$ cat config.mk
export PLATFORM = sky130hd
export DESIGN_NAME = sifreleme_cozucu_boruhatti
export DESIGN_NICKNAME = d
export VERILOG_FILES = /design/src/rtl/sifreleme_cozucu_boruhatti.sv
export SDC_FILE = /design/constraint.sdc
export NUM_CORES = 1
export LEC_CHECK = 0
export ABC_AREA = 1
export BUFFER_PORTS_ARGS = -buffer_cell sky130_fd_sc_hd__buf_2
export CAP_MARGIN = 20
export CELL_PAD_IN_SITES_DETAIL_PLACEMENT = 1
export CELL_PAD_IN_SITES_GLOBAL_PLACEMENT = 1
export CORE_MARGIN = 3
export CORE_UTILIZATION = 30
export DETAILED_ROUTE_END_ITERATION = 12
export PLACE_DENSITY = 0.68
export SLEW_MARGIN = 0
export SYNTH_ARGS = -nofsm -noshare
export SYNTH_HDL_FRONTEND = slang
export SYNTH_SLANG_ARGS = --single-unit
$ cat constraint.sdc
create_clock -name clk_i -period 2.2 [get_ports clk_i]
set_clock_uncertainty 0.15 [all_clocks]
set_input_delay 0.44 -clock clk_i [delete_from_list [all_inputs] [get_ports clk_i]]
set_output_delay 0.44 -clock clk_i [all_outputs]
set_load 0.01 [all_outputs]
$ cat src/rtl/sifreleme_cozucu_boruhatti.sv
// sifreleme_cozucu_boruhatti
// Decode-and-issue stage placed in front of the combinational sifreleme_birimi.
// It recognises the custom crypto instructions, holds one instruction in an
// issue slot (stage A) whose registers feed the unit directly, and captures
// the unit's answer in a result slot (stage B) that is handed to writeback.
//
// Ports:
//   clk_i, rst_ni          clock, asynchronous active-low reset
//   buyruk_gecerli_i/_hazir_o, buyruk_i, rs1_deger_i, rs2_deger_i
//                          upstream instruction handshake and operands
//   kontrol_o, deger1_o, deger2_o
//                          registered operation and operands to sifreleme_birimi
//   sonuc_i                combinational result from sifreleme_birimi
//   sonuc_gecerli_o/sonuc_hazir_i, sonuc_o, rd_o
//                          writeback handshake, registered result and destination
//   gecersiz_o             one-cycle pulse when an illegal instruction is dropped
//   tamamlanan_o           saturating count of results taken by writeback
//   gecersiz_sayac_o       saturating count of dropped illegal instructions

`ifndef SIFRELEME_HMDST
`define SIFRELEME_HMDST 3'd0
`endif
`ifndef SIFRELEME_PKG
`define SIFRELEME_PKG   3'd1
`endif
`ifndef SIFRELEME_RVRS
`define SIFRELEME_RVRS  3'd2
`endif
`ifndef SIFRELEME_SLADD
`define SIFRELEME_SLADD 3'd3
`endif
`ifndef SIFRELEME_CNTZ
`define SIFRELEME_CNTZ  3'd4
`endif
`ifndef SIFRELEME_CNTP
`define SIFRELEME_CNTP  3'd5
`endif

module sifreleme_cozucu_boruhatti #(
    parameter int SAYAC_BIT = 16
) (
    input  logic                 clk_i,
    input  logic                 rst_ni,
    input  logic                 buyruk_gecerli_i,
    output logic                 buyruk_hazir_o,
    input  logic [31:0]          buyruk_i,
    input  logic [31:0]          rs1_deger_i,
    input  logic [31:0]          rs2_deger_i,
    output logic [2:0]           kontrol_o,
    output logic [31:0]          deger1_o,
    output logic [31:0]          deger2_o,
    input  logic [31:0]          sonuc_i,
    output logic                 sonuc_gecerli_o,
    input  logic                 sonuc_hazir_i,
    output logic [31:0]          sonuc_o,
    output logic [4:0]           rd_o,
    output logic                 gecersiz_o,
    output logic [SAYAC_BIT-1:0] tamamlanan_o,
    output logic [SAYAC_BIT-1:0] gecersiz_sayac_o
);

    localparam logic [6:0] OPCODE_OZEL = 7'b0001011;
    localparam logic [6:0] FUNCT7_KRIPTO = 7'b0000100;
    localparam logic [SAYAC_BIT-1:0] SAYAC_BIR = SAYAC_BIT'(1);
    localparam logic [SAYAC_BIT-1:0] SAYAC_DOLU = '1;

    logic       yasal;
    logic       tekli;
    logic [2:0] islem;
    logic [4:0] hedef;

    logic       a_gecerli;
    logic [4:0] a_rd;
    logic       b_gecerli;

    logic       b_ilerler;
    logic       a_tasinir;
    logic       kabul;
    logic       a_yukle;

    // rs1/rs2 index fields are not needed here; operand values arrive already read
    logic       unused_rs_alanlari;
    assign unused_rs_alanlari = ^buyruk_i[24:15];

    assign hedef = buyruk_i[11:7];

    // Instruction decode. Only the custom opcode with the crypto funct7 is
    // accepted; funct3 selects the unit operation. Unary operations ignore rs2,
    // so their second operand is forced to zero when registered.
    always_comb begin
        yasal = 1'b0;
        tekli = 1'b0;
        islem = `SIFRELEME_HMDST;
        if (buyruk_i[6:0] == OPCODE_OZEL && buyruk_i[31:25] == FUNCT7_KRIPTO) begin
            case (buyruk_i[14:12])
                3'b000: begin yasal = 1'b1; islem = `SIFRELEME_HMDST; end
                3'b001: begin yasal = 1'b1; islem = `SIFRELEME_PKG;   end
                3'b010: begin yasal = 1'b1; islem = `SIFRELEME_RVRS;  tekli = 1'b1; end
                3'b011: begin yasal = 1'b1; islem = `SIFRELEME_SLADD; end
                3'b100: begin yasal = 1'b1; islem = `SIFRELEME_CNTZ;  tekli = 1'b1; end
                3'b101: begin yasal = 1'b1; islem = `SIFRELEME_CNTP;  tekli = 1'b1; end
                default: begin yasal = 1'b0; end
            endcase
        end
    end

    // Handshake chain. Readiness ripples back from writeback in the same cycle,
    // so a full pipeline that is draining still accepts a new instruction.
    assign b_ilerler      = !b_gecerli || sonuc_hazir_i;
    assign a_tasinir      = a_gecerli && b_ilerler;
    assign buyruk_hazir_o = !a_gecerli || a_tasinir;
    assign kabul          = buyruk_gecerli_i && buyruk_hazir_o;
    assign a_yukle        = kabul && yasal;

    assign sonuc_gecerli_o = b_gecerli;

    // Issue slot payload. These registers drive the unit directly and simply
    // keep their last contents while the slot is empty.
    always_ff @(posedge clk_i or negedge rst_ni) begin
        if (!rst_ni) begin
            kontrol_o <= 3'd0;
            deger1_o  <= 32'h0;
            deger2_o  <= 32'h0;
            a_rd      <= 5'd0;
        end else if (a_yukle) begin
            kontrol_o <= islem;
            deger1_o  <= rs1_deger_i;
            deger2_o  <= tekli ? 32'h0 : rs2_deger_i;
            a_rd      <= hedef;
        end
    end

    // Occupancy of both slots. A new load into A and a move out of A may
    // happen in the same cycle; B likewise may drain and refill together.
    always_ff @(posedge clk_i or negedge rst_ni) begin
        if (!rst_ni) begin
            a_gecerli <= 1'b0;
            b_gecerli <= 1'b0;
        end else begin
            a_gecerli <= a_yukle || (a_gecerli && !a_tasinir);
            b_gecerli <= a_tasinir || (b_gecerli && !sonuc_hazir_i);
        end
    end

    // Result slot payload, captured from the unit as the instruction leaves A.
    always_ff @(posedge clk_i or negedge rst_ni) begin
        if (!rst_ni) begin
            sonuc_o <= 32'h0;
            rd_o    <= 5'd0;
        end else if (a_tasinir) begin
            sonuc_o <= sonuc_i;
            rd_o    <= a_rd;
        end
    end

    // Illegal-instruction pulse and the two saturating statistics counters.
    always_ff @(posedge clk_i or negedge rst_ni) begin
        if (!rst_ni) begin
            gecersiz_o       <= 1'b0;
            tamamlanan_o     <= '0;
            gecersiz_sayac_o <= '0;
        end else begin
            gecersiz_o <= kabul && !yasal;
            if (kabul && !yasal && gecersiz_sayac_o != SAYAC_DOLU) begin
                gecersiz_sayac_o <= gecersiz_sayac_o + SAYAC_BIR;
            end
            if (b_gecerli && sonuc_hazir_i && tamamlanan_o != SAYAC_DOLU) begin
                tamamlanan_o <= tamamlanan_o + SAYAC_BIR;
            end
        end
    end

endmodule

After elaboration in Yosys (flattened, before gate mapping)
Index checks and enable logic that the tools add are counted.

word-level totals
  output and inout bits = 139
  word-level logic and storage cells = 51
  bits of input ports = 132
  flip-flop bits (word level) = 144

cells by class
  equal/unequal tests = 9
  reductions and logical operators = 22
  mux-type cells = 7
  add/subtract/negate cells = 2

operator list
  operator                 number
  $add A16 B1 Y16 const B  2
  $mux W32                 1
  $ne A16 B16 Y1 const B   2
  $pmux W3 S5              1
  $logic_and A1 B1 Y1      10
  $eq A7 B3 Y1 const B     1
  $eq A7 B4 Y1 const B     1
  $eq A3 B2 Y1 const B     2
  $eq A3 B3 Y1 const B     2
  $reduce_or A6 Y1         1
  $logic_not A1 Y1         5
  $logic_or A1 B1 Y1       4
  $mux W1                  4
  $eq A3 B1 Y1 const B     1
  $logic_not A3 Y1         1
  $mux W3                  1
  $reduce_or A3 Y1         1

Longest topological paths before layout
  word-level depth = 7
  mapped depth = 10
  gate-level depth less buffers = 9

Worst setup path before layout
Ideal clock, no wire load.

  kind = reg2reg
  start point = register tamamlanan_o[0]
  end point = register tamamlanan_o[13]
  library setup time = 116 ps
  required time = 1,934 ps
  period minus slack after synthesis = 1,758 ps
  arrival = 1,492 ps
  buffers on the path = 1
  slack = 442 ps
  stages on the path, launching flop included = 10
  path through = dfrtp_1 -> ha_1 -> nand3_2 -> nor3_4 -> nand3_2 -> nand2_4 -> inv_2 -> buf_6 -> nand2_1 -> nand2_1

on the way
  word-level cells in the longest chain between the ends = 2
  elaborated cells between the ends (all ways) = 3
  classes of those cells = add/sub (1); eq/ne (1); reduce/logical (1)

ends and longest elaborated chain
  element                                                                  line  RTL
  from (decl)                                                              58    output logic [SAYAC_BIT-1:0] tamamlanan_o,
  from (signal assigned)                                                   168   tamamlanan_o <= tamamlanan_o + SAYAC_BIR;
  parallel branches: the longest is 2 deep, another holds $add A16 B1 Y16  -

Parallel ways; which one is timed is not known.
A chain may end at the register's enable or synchronous reset.

Worst setup path after layout
  start point = register tamamlanan_o[1]
  end point = register tamamlanan_o[2]

The elaborated chain is that of the path after synthesis.

==> results.yml <==
status:
  status: "finished, final reports clean"
global_route:
  antenna_found_initial: 2
  grt_max_degree: 69
  grt_pass1_wl_mm: 31.0
  grt_pass1_vias: 5992
  grt_overflow: 0
  groute.usage.overall_pct: 17.2
clocking:
  clock_latency_ps: 410
  cts_made_buffers: 17
  h-tree-depth: 4
  cts_root_buf: "clkbuf_16"
  cts_tree: "done"
  cts_setup_buffers: 0
  cts_sinks: 144
  path_clk_slew_ps: 70
  cts.path.max_buffers: 2
timing:
  tightest_slew_ps: 559
  hold_violations: 0
  tns_ps: 0
  timing.final.ws_setup_ps: 281
  finalMaxSlewViolations: 0
  post-route-min-period_ps: 1920
  slew_headroom_pct: 62.8
  finalSetupViolCount: 0
  grt_setup_unrepaired: "no"
  timing.final.crit_share_pct: 87.2
  max_freq_ghz: 0.521
placement:
  dp_hpwl_mm: 14.5
  dpl.cell_count: 1235
  dpl_cell_area_mm2: 0.00811
  dp_slack_ps: -8.42
  io_buffers: 260
  place_congestion: 0.804
synthesis:
  synth.distinct_cells: 25
  postSynth.asyncResetShare_pct: 100
  post-synth-top-area-fraction_pct: 56.7
  yosys_most_used_dff: "dfrtp_1"
  syn-num-nets: 842
  synth_warnings: 0
  ys_seq_area_share_pct: 56.7
  synth_enable_flop_cells: 0
  ys_ff_latch: 144
  yosysMostFrequentCell: "nand2_1"
  synth_common_cells: "nand2_1 (301), dfrtp_1 (144), nand3_1 (53)"
  syn_avg_cell_area_um2: 9.02
  synth_area_leaders: "dfrtp_1 (57%), nand2_1 (18%), mux2_2 (5.7%), nand3_1 (4.2%), nor2_1 (2.4%)"
  netlist_instances: 705
  synth_area_leader_cell: "dfrtp_1"
  syn-cell-area_mm2: 0.00636
detailed_routing:
  wl_per_cell_um: 15.3
  firstDrtPassIters: 4
  drc: 0
  ant_nets: 0
  via_per_inst: 4.47
  routed_wl_mm: 19.5
  drt_first_iter_violations: 168
  vias: 5668
die:
  dieArea_mm2: 0.0230
  start_util_pct: 30.9
  die_width_um: 152
  num_io_pins: 271
  core.rowCount: 52
  core_area_mm2: 0.0206
  die_h_um: 152
finish:
  nets: 1122
  fin_cells: 1268
  final_util_pct: 42.5
  fillerInstances: 2554
  regArea_mm2: 0.00360
  finish.instance_area_mm2: 0.00874
  multi_input_area_mm2: 0.00247
  layout-drive-gt1-share_pct: 36.3
  synthToLayoutAreaGrowth_pct: 37.4
worst_setup_path:
  critPathLaunchType: "flop"
  crit_type: "reg -> reg"
  crit_path_end_kind: "flop"
  required_ps: 2380
  slowest_stage: "dfrtp_1"
  worstPathCellList: "ha_1 > nand3_2 > nor3_4 > nand3_2 > nand2_4 > buf_4 > nand2_1 > o21ai_0"
  cpPeakStageDelay_ps: 420
  crit_top_cell: "nand3_2"
  crit_fanout: 11
  arrival_ps: 2100
power_and_ir_drop:
  p_leak_uw: 0.00507
  p_per_area_mw_per_mm2: 723
  ir_worst_vdd_v: 0.000484
worst_hold_path:
  hold_class: "in -> reg"
job:
  maxCapViolCount: 0
## worst paths after layout
check                      cells past startpoint              end  slack (ps)             from
setup / recovery                               8  tamamlanan_o[2]         280  tamamlanan_o[1]
hold / removal                                 3     deger1_o[12]          70  rs1_deger_i[12]
setup reg to reg                               8  tamamlanan_o[2]         280  tamamlanan_o[1]
hold reg to reg                                2     deger1_o[12]         310     deger1_o[12]
max in group asynchronous                      3     deger1_o[27]         890           rst_ni
min in group asynchronous                      2  tamamlanan_o[1]         410           rst_ni
## timing repair
| action | 4_1_cts | 5_1_grt |
|---|---|---|
| endpoints found under the setup margin | 0 | 12 |
| hold endpoints to repair | 48 | 0 |
| hold buffers | 1 | 0 |
| resized for setup | 0 | 1 |
## cell usage in the layout (no fill, tap or decap), types with 2 or more instances in the layout
cell / synthesis / routed
a21oi_1: 2 / 2
buf_12: 0 / 5
buf_2: 12 / 259
buf_4: 5 / 21
bufinv_16: 0 / 3
clkbuf_16: 0 / 17
clkinv_4: 0 / 2
dfrtp_1: 144 / 144
ha_1: 5 / 5
inv_1: 34 / 34
inv_6: 0 / 5
mux2_2: 32 / 32
nand2_1: 301 / 301
nand3_1: 53 / 53
nand3_2: 4 / 4
nand4_1: 9 / 9
nor2_1: 41 / 40
nor2_2: 2 / 2
nor3_1: 4 / 4
o21ai_0: 17 / 17
o21ai_2: 2 / 2
xnor2_1: 15 / 15
xor2_1: 9 / 9
## state kept, by name, indices dropped and copies added, names as in the netlist
signal / cells
deger1_o: 32
deger2_o: 32
gecersiz_sayac_o: 16
sonuc_gecerli_o: 1
gecersiz_o: 1
kontrol_o: 3
tamamlanan_o: 16
rd_o: 5
sonuc_o: 32
a_gecerli: 1
a_rd: 5
## area by class of cell
class                      count  share of cell area (%)
antenna                        1                  0.0286
inverter                      35                    1.50
tap                          270                    3.87
timing repair buffer         287                    18.0
multi-input combinational    500                    28.3
clock buffer                  18                    5.03
sequential                   144                    41.2
clock inverter                13                    2.01
## critical path, delay by kind of cell (launching register included)
kind / cells / cell delay, ps
AO/OA/AOI/OAI: 1 / 70
AND/OR/NAND/NOR: 5 / 710
adder cells (fa/ha/maj): 1 / 280
flip-flops: 1 / 420
buffers and inverters: 1 / 200
## per-layer routing
layer	track usage [%]	vias to the layer above	routed length, µm
met5	0	-	20
met2	28.4	166	9430
li1	-	2780	-
met1	20.7	2697	8030
met3	7.08	23	1700
met4	4.67	2	269
## stage by stage
step                hold slack, ps  total power (µW)
finish                        68.3              6310
detailed placement             303              3330
global placement               299              3310
global route                  58.6              6600
CTS                           47.7              6420
floorplan                    -5.59              2980
## report_power, final
part | internal [µW] | switching, µW
Combinational | 237 | 273
Clock | 1840 | 1210
Sequential | 2700 | 56.9
## cell families after synthesis
logic type                 count (synthesis)  synth area share [%]
adders and majority gates                  5                 0.984
muxes                                     32                  5.67
buffers and inverters                     61                  4.60
DFF                                      144                  56.7
and+or+nand+nor                          418                  27.0
xor gates and xnor gates                  24                  3.31
AOI/OAI and AO/OA                         21                  1.77
(Power assumes the default switching activity.)
